===== src/rtl/pipeline_pkg.sv =====
// Shared types for the instruction fetch stage: FSM states, decode slot, NOP encoding.
package pipeline_pkg;

  localparam logic [31:0] NOP_INSTR = 32'h0000_0000;

  typedef enum logic [1:0] {
    IDLE = 2'd0,
    WAIT = 2'd1,
    DROP = 2'd2
  } fetch_state_e;

  typedef struct packed {
    logic [31:0] instr;
    logic [31:0] pc_plus_4;
  } fetch_slot_t;

  // j/jal target: region bits come from the delay-slot PC+4 held in decode
  function automatic logic [31:0] jump_target(input logic [31:0] pc_plus_4,
                                              input logic [31:0] instr);
    return {pc_plus_4[31:28], instr[25:0], 2'b00};
  endfunction

endpackage


===== src/rtl/fetch_if.sv =====
// Instruction memory request/response bus between fetch (master) and imem (slave).
interface fetch_if;
  logic        req;
  logic [31:0] addr;
  logic        rvalid;
  logic [31:0] rdata;

  modport master (output req, addr, input  rvalid, rdata);
  modport slave  (input  req, addr, output rvalid, rdata);
endinterface


===== src/rtl/fetch_instr_skid_buf.sv =====
// One-entry holding register for a fetched instruction that decode could not take yet.
module instr_skid_buf
  import pipeline_pkg::*;
(
  input  logic        clk_i,
  input  logic        rst_i,
  input  logic        i_load,
  input  logic        i_drain,
  input  logic        i_clear,
  input  fetch_slot_t i_slot,
  output logic        o_vld,
  output fetch_slot_t o_slot
);

  logic        r_vld;
  fetch_slot_t r_slot;

  always_ff @(posedge clk_i or negedge rst_i) begin
    if (!rst_i) begin
      r_vld  <= 1'b0;
      r_slot <= '0;
    end else if (i_clear) begin
      r_vld  <= 1'b0;
    end else if (i_load) begin
      r_vld  <= 1'b1;
      r_slot <= i_slot;
    end else if (i_drain) begin
      r_vld  <= 1'b0;
    end
  end

  assign o_vld  = r_vld;
  assign o_slot = r_slot;

endmodule


===== src/rtl/fetch.sv =====
// MIPS fetch stage: one-outstanding imem requests, decode redirects, decode register.
// Optional FETCH_STATS_EN adds instruction / starvation-bubble counters.
module fetch
  import pipeline_pkg::*;
#(
  parameter logic [31:0] RESET_PC = 32'h0000_0000
) (
  input  logic        clk_i,
  input  logic        rst_i,
  input  logic        stall_f_i,
  input  logic        stall_d_i,
  input  logic        flush_d_i,
  input  logic        pc_src_d_i,
  input  logic [31:0] pc_branch_d_i,
  input  logic [2:0]  jump_d_i,
  input  logic [31:0] jr_target_d_i,
  fetch_if.master     imem,
  output logic [31:0] instr_d_o,
  output logic [31:0] pc_plus_4_d_o,
  output logic        fetch_bubble_o
`ifdef FETCH_STATS_EN
  ,
  output logic [31:0] instr_cnt_o,
  output logic [31:0] bubble_cnt_o
`endif
);

  fetch_state_e r_state, w_state_nxt;
  logic [31:0]  r_pc, r_req_pc;
  logic         w_redir, w_live, w_dec_ld, w_rsp_to_dec, w_issue;
  logic [31:0]  w_target;
  logic         w_buf_vld;
  fetch_slot_t  w_buf_slot, w_rsp_slot;
  logic         w_unused_link;

  // link bit only matters to the register-write path downstream
  assign w_unused_link = jump_d_i[2];

  assign w_redir = ~stall_f_i & (jump_d_i[1] | jump_d_i[0] | pc_src_d_i);

  always_comb begin
    w_target = pc_branch_d_i;
    if (jump_d_i[1])      w_target = jr_target_d_i;
    else if (jump_d_i[0]) w_target = jump_target(pc_plus_4_d_o, instr_d_o);
  end

  assign w_dec_ld     = ~stall_d_i & ~flush_d_i;
  assign w_live       = (r_state == WAIT) & imem.rvalid & ~w_redir;
  assign w_rsp_to_dec = w_live & ~w_buf_vld & w_dec_ld;
  assign w_rsp_slot   = '{instr: imem.rdata, pc_plus_4: r_req_pc + 32'd4};

  // gating on rst_i keeps the strobe low while reset is held
  assign w_issue = rst_i & ~stall_f_i & ~w_redir & ~w_buf_vld &
                   ((r_state == IDLE) |
                    ((r_state == WAIT) & imem.rvalid & w_rsp_to_dec));

  assign imem.req  = w_issue;
  assign imem.addr = r_pc;

  instr_skid_buf u_skid (
    .clk_i   (clk_i),
    .rst_i   (rst_i),
    .i_load  (w_live & ~w_rsp_to_dec),
    .i_drain (w_buf_vld & w_dec_ld),
    .i_clear (w_redir),
    .i_slot  (w_rsp_slot),
    .o_vld   (w_buf_vld),
    .o_slot  (w_buf_slot)
  );

  always_comb begin
    w_state_nxt = r_state;
    unique case (r_state)
      IDLE: if (w_issue) w_state_nxt = WAIT;
      WAIT: begin
        if (w_redir)          w_state_nxt = imem.rvalid ? IDLE : DROP;
        else if (imem.rvalid) w_state_nxt = w_issue ? WAIT : IDLE;
      end
      DROP: if (imem.rvalid) w_state_nxt = IDLE;
      default: w_state_nxt = IDLE;
    endcase
  end

  always_ff @(posedge clk_i or negedge rst_i) begin
    if (!rst_i) r_state <= IDLE;
    else        r_state <= w_state_nxt;
  end

  always_ff @(posedge clk_i or negedge rst_i) begin
    if (!rst_i) begin
      r_pc     <= RESET_PC;
      r_req_pc <= RESET_PC;
    end else if (w_redir) begin
      r_pc     <= w_target;
    end else if (w_issue) begin
      r_pc     <= r_pc + 32'd4;
      r_req_pc <= r_pc;
    end
  end

  always_ff @(posedge clk_i or negedge rst_i) begin
    if (!rst_i) begin
      instr_d_o      <= NOP_INSTR;
      pc_plus_4_d_o  <= '0;
      fetch_bubble_o <= 1'b0;
    end else if (!stall_d_i) begin
      if (flush_d_i) begin
        instr_d_o      <= NOP_INSTR;
        pc_plus_4_d_o  <= '0;
        fetch_bubble_o <= 1'b0;
      end else if (w_buf_vld) begin
        instr_d_o      <= w_buf_slot.instr;
        pc_plus_4_d_o  <= w_buf_slot.pc_plus_4;
        fetch_bubble_o <= 1'b0;
      end else if (w_live) begin
        instr_d_o      <= w_rsp_slot.instr;
        pc_plus_4_d_o  <= w_rsp_slot.pc_plus_4;
        fetch_bubble_o <= 1'b0;
      end else begin
        instr_d_o      <= NOP_INSTR;
        pc_plus_4_d_o  <= '0;
        fetch_bubble_o <= 1'b1;
      end
    end
  end

`ifdef FETCH_STATS_EN
  logic [31:0] r_instr_cnt, r_bubble_cnt;

  always_ff @(posedge clk_i or negedge rst_i) begin
    if (!rst_i) begin
      r_instr_cnt  <= '0;
      r_bubble_cnt <= '0;
    end else if (w_dec_ld) begin
      if (w_buf_vld | w_live) r_instr_cnt  <= r_instr_cnt + 32'd1;
      else                    r_bubble_cnt <= r_bubble_cnt + 32'd1;
    end
  end

  assign instr_cnt_o  = r_instr_cnt;
  assign bubble_cnt_o = r_bubble_cnt;
`endif

endmodule


===== src/flat_wrapper.sv =====
// flat-port wrapper written by rule: the top's interface ports become plain ports
module fetch_flat import pipeline_pkg::*;
#(
  parameter logic [31:0] RESET_PC = 32'h0000_0000
)
  (clk_i, rst_i, stall_f_i, stall_d_i, flush_d_i, pc_src_d_i, pc_branch_d_i, jump_d_i, jr_target_d_i, instr_d_o, pc_plus_4_d_o, fetch_bubble_o, imem_req, imem_addr, imem_rvalid, imem_rdata);
  fetch_if imem_i ();
  input  logic clk_i;
  input  logic rst_i;
  input  logic stall_f_i;
  input  logic stall_d_i;
  input  logic flush_d_i;
  input  logic pc_src_d_i;
  input  logic [31:0] pc_branch_d_i;
  input  logic [2:0] jump_d_i;
  input  logic [31:0] jr_target_d_i;
  output logic [31:0] instr_d_o;
  output logic [31:0] pc_plus_4_d_o;
  output logic fetch_bubble_o;
  output wire logic [$bits(imem_i.req)-1:0] imem_req;
  output wire logic [$bits(imem_i.addr)-1:0] imem_addr;
  input wire logic [$bits(imem_i.rvalid)-1:0] imem_rvalid;
  input wire logic [$bits(imem_i.rdata)-1:0] imem_rdata;
  assign imem_req = imem_i.req;
  assign imem_addr = imem_i.addr;
  assign imem_i.rvalid = imem_rvalid;
  assign imem_i.rdata = imem_rdata;
  fetch #(.RESET_PC(RESET_PC)) u_core (.clk_i(clk_i), .rst_i(rst_i), .stall_f_i(stall_f_i), .stall_d_i(stall_d_i), .flush_d_i(flush_d_i), .pc_src_d_i(pc_src_d_i), .pc_branch_d_i(pc_branch_d_i), .jump_d_i(jump_d_i), .jr_target_d_i(jr_target_d_i), .imem(imem_i), .instr_d_o(instr_d_o), .pc_plus_4_d_o(pc_plus_4_d_o), .fetch_bubble_o(fetch_bubble_o));
endmodule

===== config.mk =====
export PLATFORM = sky130hd
export DESIGN_NAME = fetch_flat
export DESIGN_NICKNAME = d
export VERILOG_FILES = /design/src/rtl/pipeline_pkg.sv /design/src/rtl/fetch_if.sv /design/src/rtl/fetch_instr_skid_buf.sv /design/src/rtl/fetch.sv /design/src/flat_wrapper.sv
export SDC_FILE = /design/constraint.sdc
export NUM_CORES = 1
export LEC_CHECK = 0
export ABC_AREA = 0
export CAP_MARGIN = 10
export CORE_MARGIN = 2
export CORE_UTILIZATION = 40
export CTS_BUF_LIST = sky130_fd_sc_hd__clkbuf_2
export DETAILED_ROUTE_END_ITERATION = 7
export PLACE_DENSITY = 0.65
export RECOVER_POWER = 25
export SYNTH_ARGS = -nofsm -noshare
export SYNTH_HDL_FRONTEND = slang
export SYNTH_HIERARCHICAL = 1
export SYNTH_SLANG_ARGS = --single-unit

===== constraint.sdc =====
create_clock -name clk_i -period 2.9 [get_ports clk_i]
set_input_delay 0.58 -clock clk_i [delete_from_list [all_inputs] [get_ports clk_i]]
set_output_delay 0.58 -clock clk_i [all_outputs]
set_load 0.01 [all_outputs]

# [Word-level counts from Yosys, hierarchy flattened]
# Index checks and enable logic that the tools add are counted.
[op_classes] reduce_logical=6 add_sub_neg=2 eq_ne=5 bitwise=22 n_mux=23
[ops] operator="$mux W32" n=10
[ops] operator="$add A32 B3 Y32 const B" n=2
[ops] operator="$and A1 B1 Y1" n=13
[ops] operator="$mux W2" n=5
[ops] operator="$mux W1" n=7
[ops] operator="$not A1 Y1" n=6
[ops] operator="$pmux W2 S3" n=1
[ops] operator="$reduce_and A2 Y1" n=2
[ops] operator="$ne A3 B2 Y1 const B" n=1
[ops] operator="$or A1 B1 Y1" n=3
[ops] operator="$reduce_and A3 Y1" n=1
[ops] operator="$reduce_bool A3 Y1" n=1
[ops] operator="$eq A2 B1 Y1 const B" n=1
[ops] operator="$eq A2 B2 Y1 const B" n=1
[ops] operator="$logic_not A2 Y1" n=1
[ops] operator="$ne A2 B1 Y1 const B" n=1
[ops] operator="$ne A2 B2 Y1 const B" n=1
[ops] operator="$reduce_bool A2 Y1" n=1
[word_totals] regBits=196 input_bits=106

# [Logic depth before layout (Yosys ltp)]
[depth] depth_word=14 ltp_mapped=10

# [Modules after synthesis]
# Netlist, hierarchy kept.
[by_module_without_submodules] mod="fetch" area_per_inst_um2=7025.5 cells_per_inst=775 instances=1
[by_module_without_submodules] mod="instr_skid_buf" area_per_inst_um2=2741.4 cells_per_inst=140 instances=1

# [Worst setup path after synthesis]
# No wires, ideal clock.
[synth_timing] path_type="in2reg" start="in jump_d_i[1]" end="reg u_core.u_skid.r_slot (netlist bit u_core/u_skid/o_slot[0])" arrival_time_ps=2504 setup_time_ps=125 path_slack_ps=270 n_path_buf=4 stages=10 path_cell_list="clkbuf_1 > or3_1 > nand2b_1 > clkbuf_1 > nand3_1 > nor2_1 > nor2b_4 > buf_12 > buf_12 > mux2_4"
[synth_via] elab_chain_cells=10
[synth_lines] item="start, declared" line="flat_wrapper.sv:15" source="input logic [2:0] jump_d_i;"
[synth_lines] item="$or A1 B1 Y1 (*) (2 in series)" line="fetch.sv:39" source="assign w_redir = ~stall_f_i & (jump_d_i[1] | jump_d_i[0] | pc_src_d_i);"
[synth_lines] item="$and A1 B1 Y1 (*)" line="fetch.sv:39"
[synth_lines] item="$not A1 Y1 (no line) (*)"
[synth_lines] item="$and A1 B1 Y1" line="fetch.sv:48" source="assign w_live = (r_state == WAIT) & imem.rvalid & ~w_redir;"
[synth_lines] item="$and A1 B1 Y1 (2 in series)" line="fetch.sv:49" source="assign w_rsp_to_dec = w_live & ~w_buf_vld & w_dec_ld;"
[synth_lines] item="$not A1 Y1" line="fetch.sv:63" source=".i_load (w_live & ~w_rsp_to_dec),"
[synth_lines] item="$and A1 B1 Y1" line="fetch.sv:63"
[synth_lines] item="$reduce_and A2 Y1 (no line) (*)"
[synth_lines] item="end signal, assigned" line="fetch_instr_skid_buf.sv:26" source="r_slot <= i_slot;"
[synth_lines] item="end, declared" line="fetch_instr_skid_buf.sv:16" source="fetch_slot_t r_slot;"
# Mark *: on every way between the ends. The rest lies on a longest branch, timed or not.
# A chain may end at the register's enable or synchronous reset.

# [Worst setup path after layout]
[layout_timing] start="in rst_i" end="out imem_req"
[layout_via] elab_chain_cells=4
[layout_lines] item="start, declared" line="flat_wrapper.sv:9" source="input logic rst_i;"
[layout_lines] item="$and A1 B1 Y1 (4 in series)" line="fetch.sv:53" source="assign w_issue = rst_i & ~stall_f_i & ~w_redir & ~w_buf_vld &"
[layout_lines] item="end, declared" line="flat_wrapper.sv:20" source="output wire logic [$bits(imem_i.req)-1:0] imem_req;"
# Every way passes these cells.

==> key figures <==
Floorplan
  – Starting density of the core: 0.404
  – Die area: between 0.02 and 0.03 mm^2
  – Height of the chip: roughly 160 um
  – X dimension of the die: 160 um
  – Core region area: 0.0242 mm^2
  – Placement Rows: 57
  – Total I/O pin count: a little over 200

Min path
  – Min-Delay Endpoint: u_core/instr_d_o[29]$_DFFE_PN0N_
  – Path category of the worst min-delay check: input pin to flip-flop
  – Hold path depth: 3
  – Startpoint of the tightest hold check path: imem_rdata[29]

Global route
  – Global-route wire length before repair: about 42 mm
  – Met1 Resource Use GR: 0.285
  – Via count of the first global-routing pass: 7419
  – Largest net degree at the start of global routing: about 140
  – Number of antenna violations at the first check in global routing: 3
  – Highest-utilization routing layer at the global route stage: met2
  – Grt met3 use: 0.0548
  – GRT Resource Usage Total: 0.205
  – Met2 Use GR: 0.315
  – Overflow after GRT: 0

Placed design
  – Detailed placer's ending HPWL: 18.1 mm
  – Placed cell count: about 1400
  – Worst slack, placed: -0.275 ns
  – Quantity of I/O buffers inserted on ports: approximately 200
  – Placed Area: 0.0120 mm^2
  – Gpl congestion: between 0.8 and 0.9

Critical path
  – Worst-path maximum fanout: 2
  – Kind of cell adding the most delay to the critical path: buffers and inverters
  – Worst Path Required: 2.32 ns
  – Worst setup EP type: output pin
  – Crit-path slowest cell: sky130_fd_sc_hd__dlygate4sd3_1
  – Largest incremental delay on the critical path: ~0.53 ns
  – Buf/Inv on CP: 4
  – Class of the most critical setup path: input pin to output pin
  – Startpoint of the worst register-to-register path: u_core/u_skid/o_vld$_DFFE_PN0P_
  – Category of the worst setup path launch point: input pin
  – Critical path data arrival time: ~2.4 ns
  – CP Cell Sequence: dlygate4sd3_1 > clkbuf_1 > or4b_4 > a211o_4 > inv_4 > buf_6
  – Internal reg-to-reg setup slack: roughly 0.28 ns
  – Worst reg-to-reg path cell count: 7
  – Crit Reg-Reg Endpoint: u_core/imem.addr[20]$_DFFE_PN0P_

Clock tree
  – Number of buffers created by CTS: 17
  – Register clock-pin slew on the reported worst setup and hold paths: ~0.31 ns
  – Clk root buf: sky130_fd_sc_hd__clkbuf_2
  – Level count of the clock H-tree: 4
  – Clock buffer depth: 2
  – CTS tree: built
  – Number of clock sinks: 196
  – Worst-skew pair later-pin latency: between 0.7 and 0.8 ns

Pwr
  – Leak pwr: around 5.6 nW
  – Maximum resistive drop on vdd: 0.000236 V
  – Pwr Density: between 400 and 500 mW/mm^2
  – Sum of internal, switching and leakage power: about 5.6 mW

Synthesis
  – Flop and latch count out of synthesis: just under 200
  – Sequential fraction of the synthesis area: 0.502
  – Proportion of synthesized flip-flops having asynchronous set or reset: 1.00
  – Most used flip-flop cell after synthesis: sky130_fd_sc_hd__dfrtp_1
  – Post-synthesis instance total: around 920
  – Count of distinct cell types in the synthesized netlist: 41
  – Synth area leaders: sky130_fd_sc_hd__dfrtp_1 50%, sky130_fd_sc_hd__mux2_4 9.2%, sky130_fd_sc_hd__nand2_1 4.3%
  – Synth top cells by count: 196 x sky130_fd_sc_hd__dfrtp_1, 112 x sky130_fd_sc_hd__nand2_1, 60 x sky130_fd_sc_hd__mux2_4
  – Mean instance size in the synthesized netlist: around 11 um^2
  – Number of warning messages in the yosys log: 6
  – Post-Syn Area: 0.00977 mm^2
  – Library cell occupying the most area in the post-synthesis netlist: sky130_fd_sc_hd__dfrtp_1
  – Post-synth EDFFs: 0
  – Area fraction of the dominant cell type after synthesis: 0.502
  – Leading cell type by number of instances after synthesis: sky130_fd_sc_hd__dfrtp_1
  – Net count of the mapped netlist: 1023

STA
  – Unrepaired setup endpoints after global routing: yes
  – Clock tree skew after final layout: ~0.053 ns
  – Total of endpoints with negative setup slack in the final report: 1
  – Worst hold slack after final layout: about 0.35 ns
  – Relative slew margins: -0.116
  – Slew at the pin closest to its max-slew limit: around 1.7 ns
  – Maximum operating frequency: between 300 and 400 MHz
  – Final number of max-transition violations: just under 70
  – Fin worst setup slack: -0.0578 ns
  – Final Hold Viols: 0
  – Final TNS setup: -0.0578 ns
  – Share of the clock period used by the worst path after layout: 1.02
  – Final critical-path required period: between 2 and 3 ns

Cells and area
  – Share of layout cells above drive strength 1: 0.116
  – Area growth from synthesis to final layout: 25.5%
  – Filler-free cell count of the finished design: 1434
  – Layout Nets: between 1000 and 1500
  – Utilization after layout: 0.507
  – Finished layout cell area: 0.0123 mm^2
  – Filler Cell Count: roughly 2200

Detailed routing
  – First-pass DRT Iterations: 7
  – Overall routed net length: roughly 26 mm
  – Violation count after the first detailed-route iteration: 437
  – Post-detailed-route count of antenna-violating nets: 0
  – Detail-routed via count per cell: between 5 and 6
  – Detailed-route wire length per cell: 18.2 um
  – Number of remaining DRC errors: 0
  – Number of vias in the routed layout: between 7000 and 8000

Status
  – Run status: finished with violations
  – Violated checks: max-capacitance violations, max-slew violations, negative setup slack

Run
  – Number of max-cap violations: 1
## cell usage in the layout (no fill, tap or decap), drive strengths merged, types with 2 or more instances in the layout
cell type and count:
a211oi 30, a21o 27, a21oi 30, a221oi 2, a22o 29, a22oi 36, a31oi 2, and3 2
and4 5, buf 19, clkbuf 27, clkdlybuf4s50 196, clkinv 4, dfrtp 196, dlygate4sd3 2, ha 2
inv 53, mux2 64, mux2i 30, nand2 112, nand2b 3, nand3 23, nand4 15, nor2 45
nor2b 3, nor3 15, nor4 21, o21ai 44, or2 2, or3 4, or4 5, or4b 2
xnor2 42, xor2 14
## registers in the layout (all words and copies together), names as in the netlist
register,count
u_core/imem.addr,32
u_core/r_req_pc,32
u_core/fetch_bubble_o,1
u_core/instr_d_o,32
u_core/u_skid/o_vld,1
u_core/r_state,2
u_core/u_skid/o_slot,64
u_core/pc_plus_4_d_o,32
## cells by family after synthesis
| family | count (synthesis) | share of synthesized area |
|---|---|---|
| AOI/OAI and AO/OA | 202 | 0.140 |
| xor gates and xnor gates | 56 | 0.0502 |
| adders and majority gates | 2 | 0.00256 |
| buffers and inverters | 107 | 0.0537 |
| DFF | 196 | 0.502 |
| muxes | 94 | 0.128 |
| and+or+nand+nor | 258 | 0.124 |
## worst reg2reg max path: stages (launching register included)
cell and delay (ns):
sky130_fd_sc_hd__dfrtp_2 0.49, sky130_fd_sc_hd__or4b_4 0.54, sky130_fd_sc_hd__a211o_4 0.38, sky130_fd_sc_hd__buf_4 0.14, sky130_fd_sc_hd__buf_4 0.25, sky130_fd_sc_hd__nor4_1 0.41
sky130_fd_sc_hd__xnor2_1 0.16, sky130_fd_sc_hd__a21oi_1 0.09
## layer usage
metal,share of wire,wire (um),vias up
met4,0.023,590,4
met2,0.46,11900,203
li1,-,-,3599
met1,0.46,12000,3653
met3,0.060,1560,34
met5,0.0010,27,-
## what timing repair did
item,in CTS,in global routing
buffers inserted,1,0
endpoints found under the hold margin,53,0
gates cloned,0,0
endpoints found under the setup margin,1,1
pin swaps,2,0
hold buffers,1,0
resized for setup,9,1
## layout make-up
| class | instances | area (um^2) | share of cell area |
|---|---|---|---|
| antenna | 1 | 2.50 | 0.000204 |
| clock buffer | 20 | 100 | 0.00817 |
| clock inverter | 12 | 111 | 0.00908 |
| inverter | 45 | 171 | 0.0140 |
| multi-input combinational | 612 | 4360 | 0.356 |
| sequential | 196 | 4910 | 0.400 |
| tap | 324 | 405 | 0.0331 |
| timing repair buffer | 224 | 2200 | 0.180 |
## how the worst max path moves through the flow
stage | slack, ns | endpoint | startpoint | depth (start not counted)
4_1_cts | -0.09 | imem_req | u_core/u_skid/o_vld$_DFFE_PN0P_ | 4
5_1_grt | -0.14 | imem_req | u_core/u_skid/o_vld$_DFFE_PN0P_ | 4
6_report | -0.06 | imem_req | rst_i | 6
3_5_place_dp | -0.27 | imem_req | imem_rvalid | 5
3_3_place_gp | -0.25 | imem_req | imem_rvalid | 5
2_1_floorplan | 0.27 | u_core/u_skid/o_slot[0]$_DFFE_PN0P_ | jump_d_i[1] | 10
## where the power goes
| group | switching [mW] | internal [mW] |
|---|---|---|
| Combinational | 0.497 | 0.569 |
| Sequential | 0.304 | 3.00 |
| Clock | 0.992 | 0.277 |
| Total | 1.79 | 3.84 |
No activity file was read; power rests on OpenSTA's default activity.
==> variant (config.mk and constraints unchanged) <==
Encoding of `fetch_state_e`: now one-hot (3 bits for 3 states).
--- a/src/rtl/pipeline_pkg.sv
+++ b/src/rtl/pipeline_pkg.sv
@@ -5,6 +5,6 @@
 
-  typedef enum logic [1:0] {
-    IDLE = 2'd0,
-    WAIT = 2'd1,
-    DROP = 2'd2
+  typedef enum logic [2:0] {
+    IDLE = 3'b001,
+    WAIT = 3'b010,
+    DROP = 3'b100
   } fetch_state_e;
Function: same outputs for any inputs over 4 cycles, from zero or initial values and one cycle with rst_i low; so few cycles prove little.
==> variant against the original RTL <==
  * The flow finishes with violations (design-rule violations)
  * Die area about the same
  * Area after synthesis up 0.10%
  * Utilization up 1.5 points
  * Wire length up 8.6%
  * Design area up 3.0%
  * Synthesized cell count down 3.2%
  * Worst setup slack better by 280 ps
  * Highest routed layer unchanged
  * Largest power group unchanged
  * Via count up 5.1%
  * Sequential cell count up 1
  * Total power down 2.7%
  * Sequential power down 5%
==> variant: results (changes against the original RTL) <==
Worst EP arrival = 2100 ps (-280 ps)
biggest cell delay along the critical path = 470 ps (-60 ps)
Clock Latency Late Sink = 770 ps (about the same)
Seq/Total Area, Yosys = 50.4% (+0.22 points)
Post-Route WL = 28300 um (+8.6%)
Port Buf Inserts = 202 (unchanged)
post-CTS setup buffers = 3 (+2)
placed cell areas = 12400 um^2 (+2.6%)
failing checks = design-rule violations
GRT Util Overall = 22.3% (+1.8 points)
pin count of the biggest net entering global routing = 143 (-0.69%)
worst hold-check path type = in -> reg
# H-tree levels = 4 (unchanged)
met2 wire length = 13100 um (+10%)
status = finished, violations left
post_cts resized = 4 (-5)
Top Layer Used = met5
Static Leakage = 5.92 nW (+6.4%)
max_slew headroom = 6.91% (+18 points)
M1 WL = 12700 um (+5.9%)
Max Root-Sink Buffers = 2 (unchanged)
DRT Pass-1 Iters = 8 (+1)
Reg area = 4930 um^2 (+0.51%)
Crit Path Max Fanout = 5 (+3)
DP HPWL = 20100 um (+11%)
Async S/R FF share, synth = 100% (unchanged)
vias in the first global route = 7952 (+7.2%)
GRT met1 Usage = 30.5% (+2.0 points)
layout cell share with drive strength beyond 1 = 15.0% (+3.3 points)
Nets = 1210 (+0.50%)
Area contributors post-synth = dfrtp_1 50%, mux2_4 9.2%, nand2_1 4.7%, a222oi_1 3.6%, mux2i_1 3.2%
global-route wire length before repair = 44800 um (+7.7%)
via-per-instance ratio = 5.47 (+4.7%)
DR WL met3 = 1840 um (+18%)
# fillers = 2224 (-0.80%)
synth unique cells = 58 (+41%)
syn nets = 994 (-2.8%)
clock share of power = 25.6% (+3.1 points)
met3 usage = 5.48% (about the same)
P_seq = 3.14 mW (-5%)
VDD IR-drop max = 0.000235 V (-0.36%)
GPL Wtd Cong = 0.874 (-0.68%)
Int Power = 3.79 mW (-1.3%)
Yosys warnings = 6 (unchanged)
Crit path max-delay family = flip-flops
Final Slew Violations = 0 (-100%)
DRC viols = 3 (+3)
max reg flops = 64 (unchanged)
initial antenna violation count = 2 (-1)
Final Skew = 41.4 ps (-11.7 ps)
slowest stage cell on the critical path = dfrtp_1
commonest cells in the synthesized netlist = 196 x dfrtp_1, 123 x nand2_1, 60 x mux2_4
Clock Pin Slew Worst Setup and Hold Paths = 270 ps (-40 ps)
GR Util met2 = 35.3% (+3.8 points)
Starting DRT DRC Count = 522 (+19%)
Placement Setup Slack = 25.9 ps (+301 ps)
[variant: through the flow]
step                hold WS (ps)  cells  total power, mW
floorplan                    284    886             3.57
detailed placement           474   1403             4.13
global route                 234   1440             5.77
finish                       315   1440             5.48
CTS                          233   1439             5.54
global placement             463   1403             4.11
[variant: layout make-up]
| class | count | share of cell area (%) |
|---|---|---|
| clock inverters | 13 | 1.20 |
| repair buffers | 254 | 19.9 |
| multi-input cells | 586 | 34.5 |
| well taps | 324 | 3.21 |
| clock buffers | 19 | 0.753 |
| diodes | 1 | 0.0198 |
| flip-flops and latches | 197 | 39.1 |
| inverters | 46 | 1.37 |
[variant: logic make-up after synthesis]
kind of cell,after synthesis,synth area share [%]
and+or+nand+nor,259,12.7
DFF,197,50.4
AOI/OAI and AO/OA,188,14.8
buffers and inverters,103,5.21
muxes,95,12.8
xor gates and xnor gates,42,3.76
adders and majority gates,2,0.256
[variant: worst paths after layout]
| kind | start | end | slack (ps) | depth (start not counted) |
|---|---|---|---|---|
| worst min-delay path | jump_d_i[1] | u_core/imem.addr[0]$_DFFE_PN0P_ | 310 | 4 |
| max in group asynchronous | rst_i | u_core/r_req_pc[31]$_DFFE_PN0P_ | 710 | 4 |
| min in group asynchronous | rst_i | u_core/pc_plus_4_d_o[19]$_DFFE_PN0N_ | 810 | 3 |
| worst max-delay path | u_core/r_state[2]$_DFFE_PN0P_ | imem_req | 220 | 6 |
| worst max register to register | u_core/r_state[0]$_DFFE_PN1P_ | u_core/r_req_pc[24]$_DFFE_PN0P_ | 440 | 8 |
| worst min register to register | u_core/u_skid/o_slot[43]$_DFFE_PN0P_ | u_core/instr_d_o[11]$_DFFE_PN0N_ | 510 | 2 |
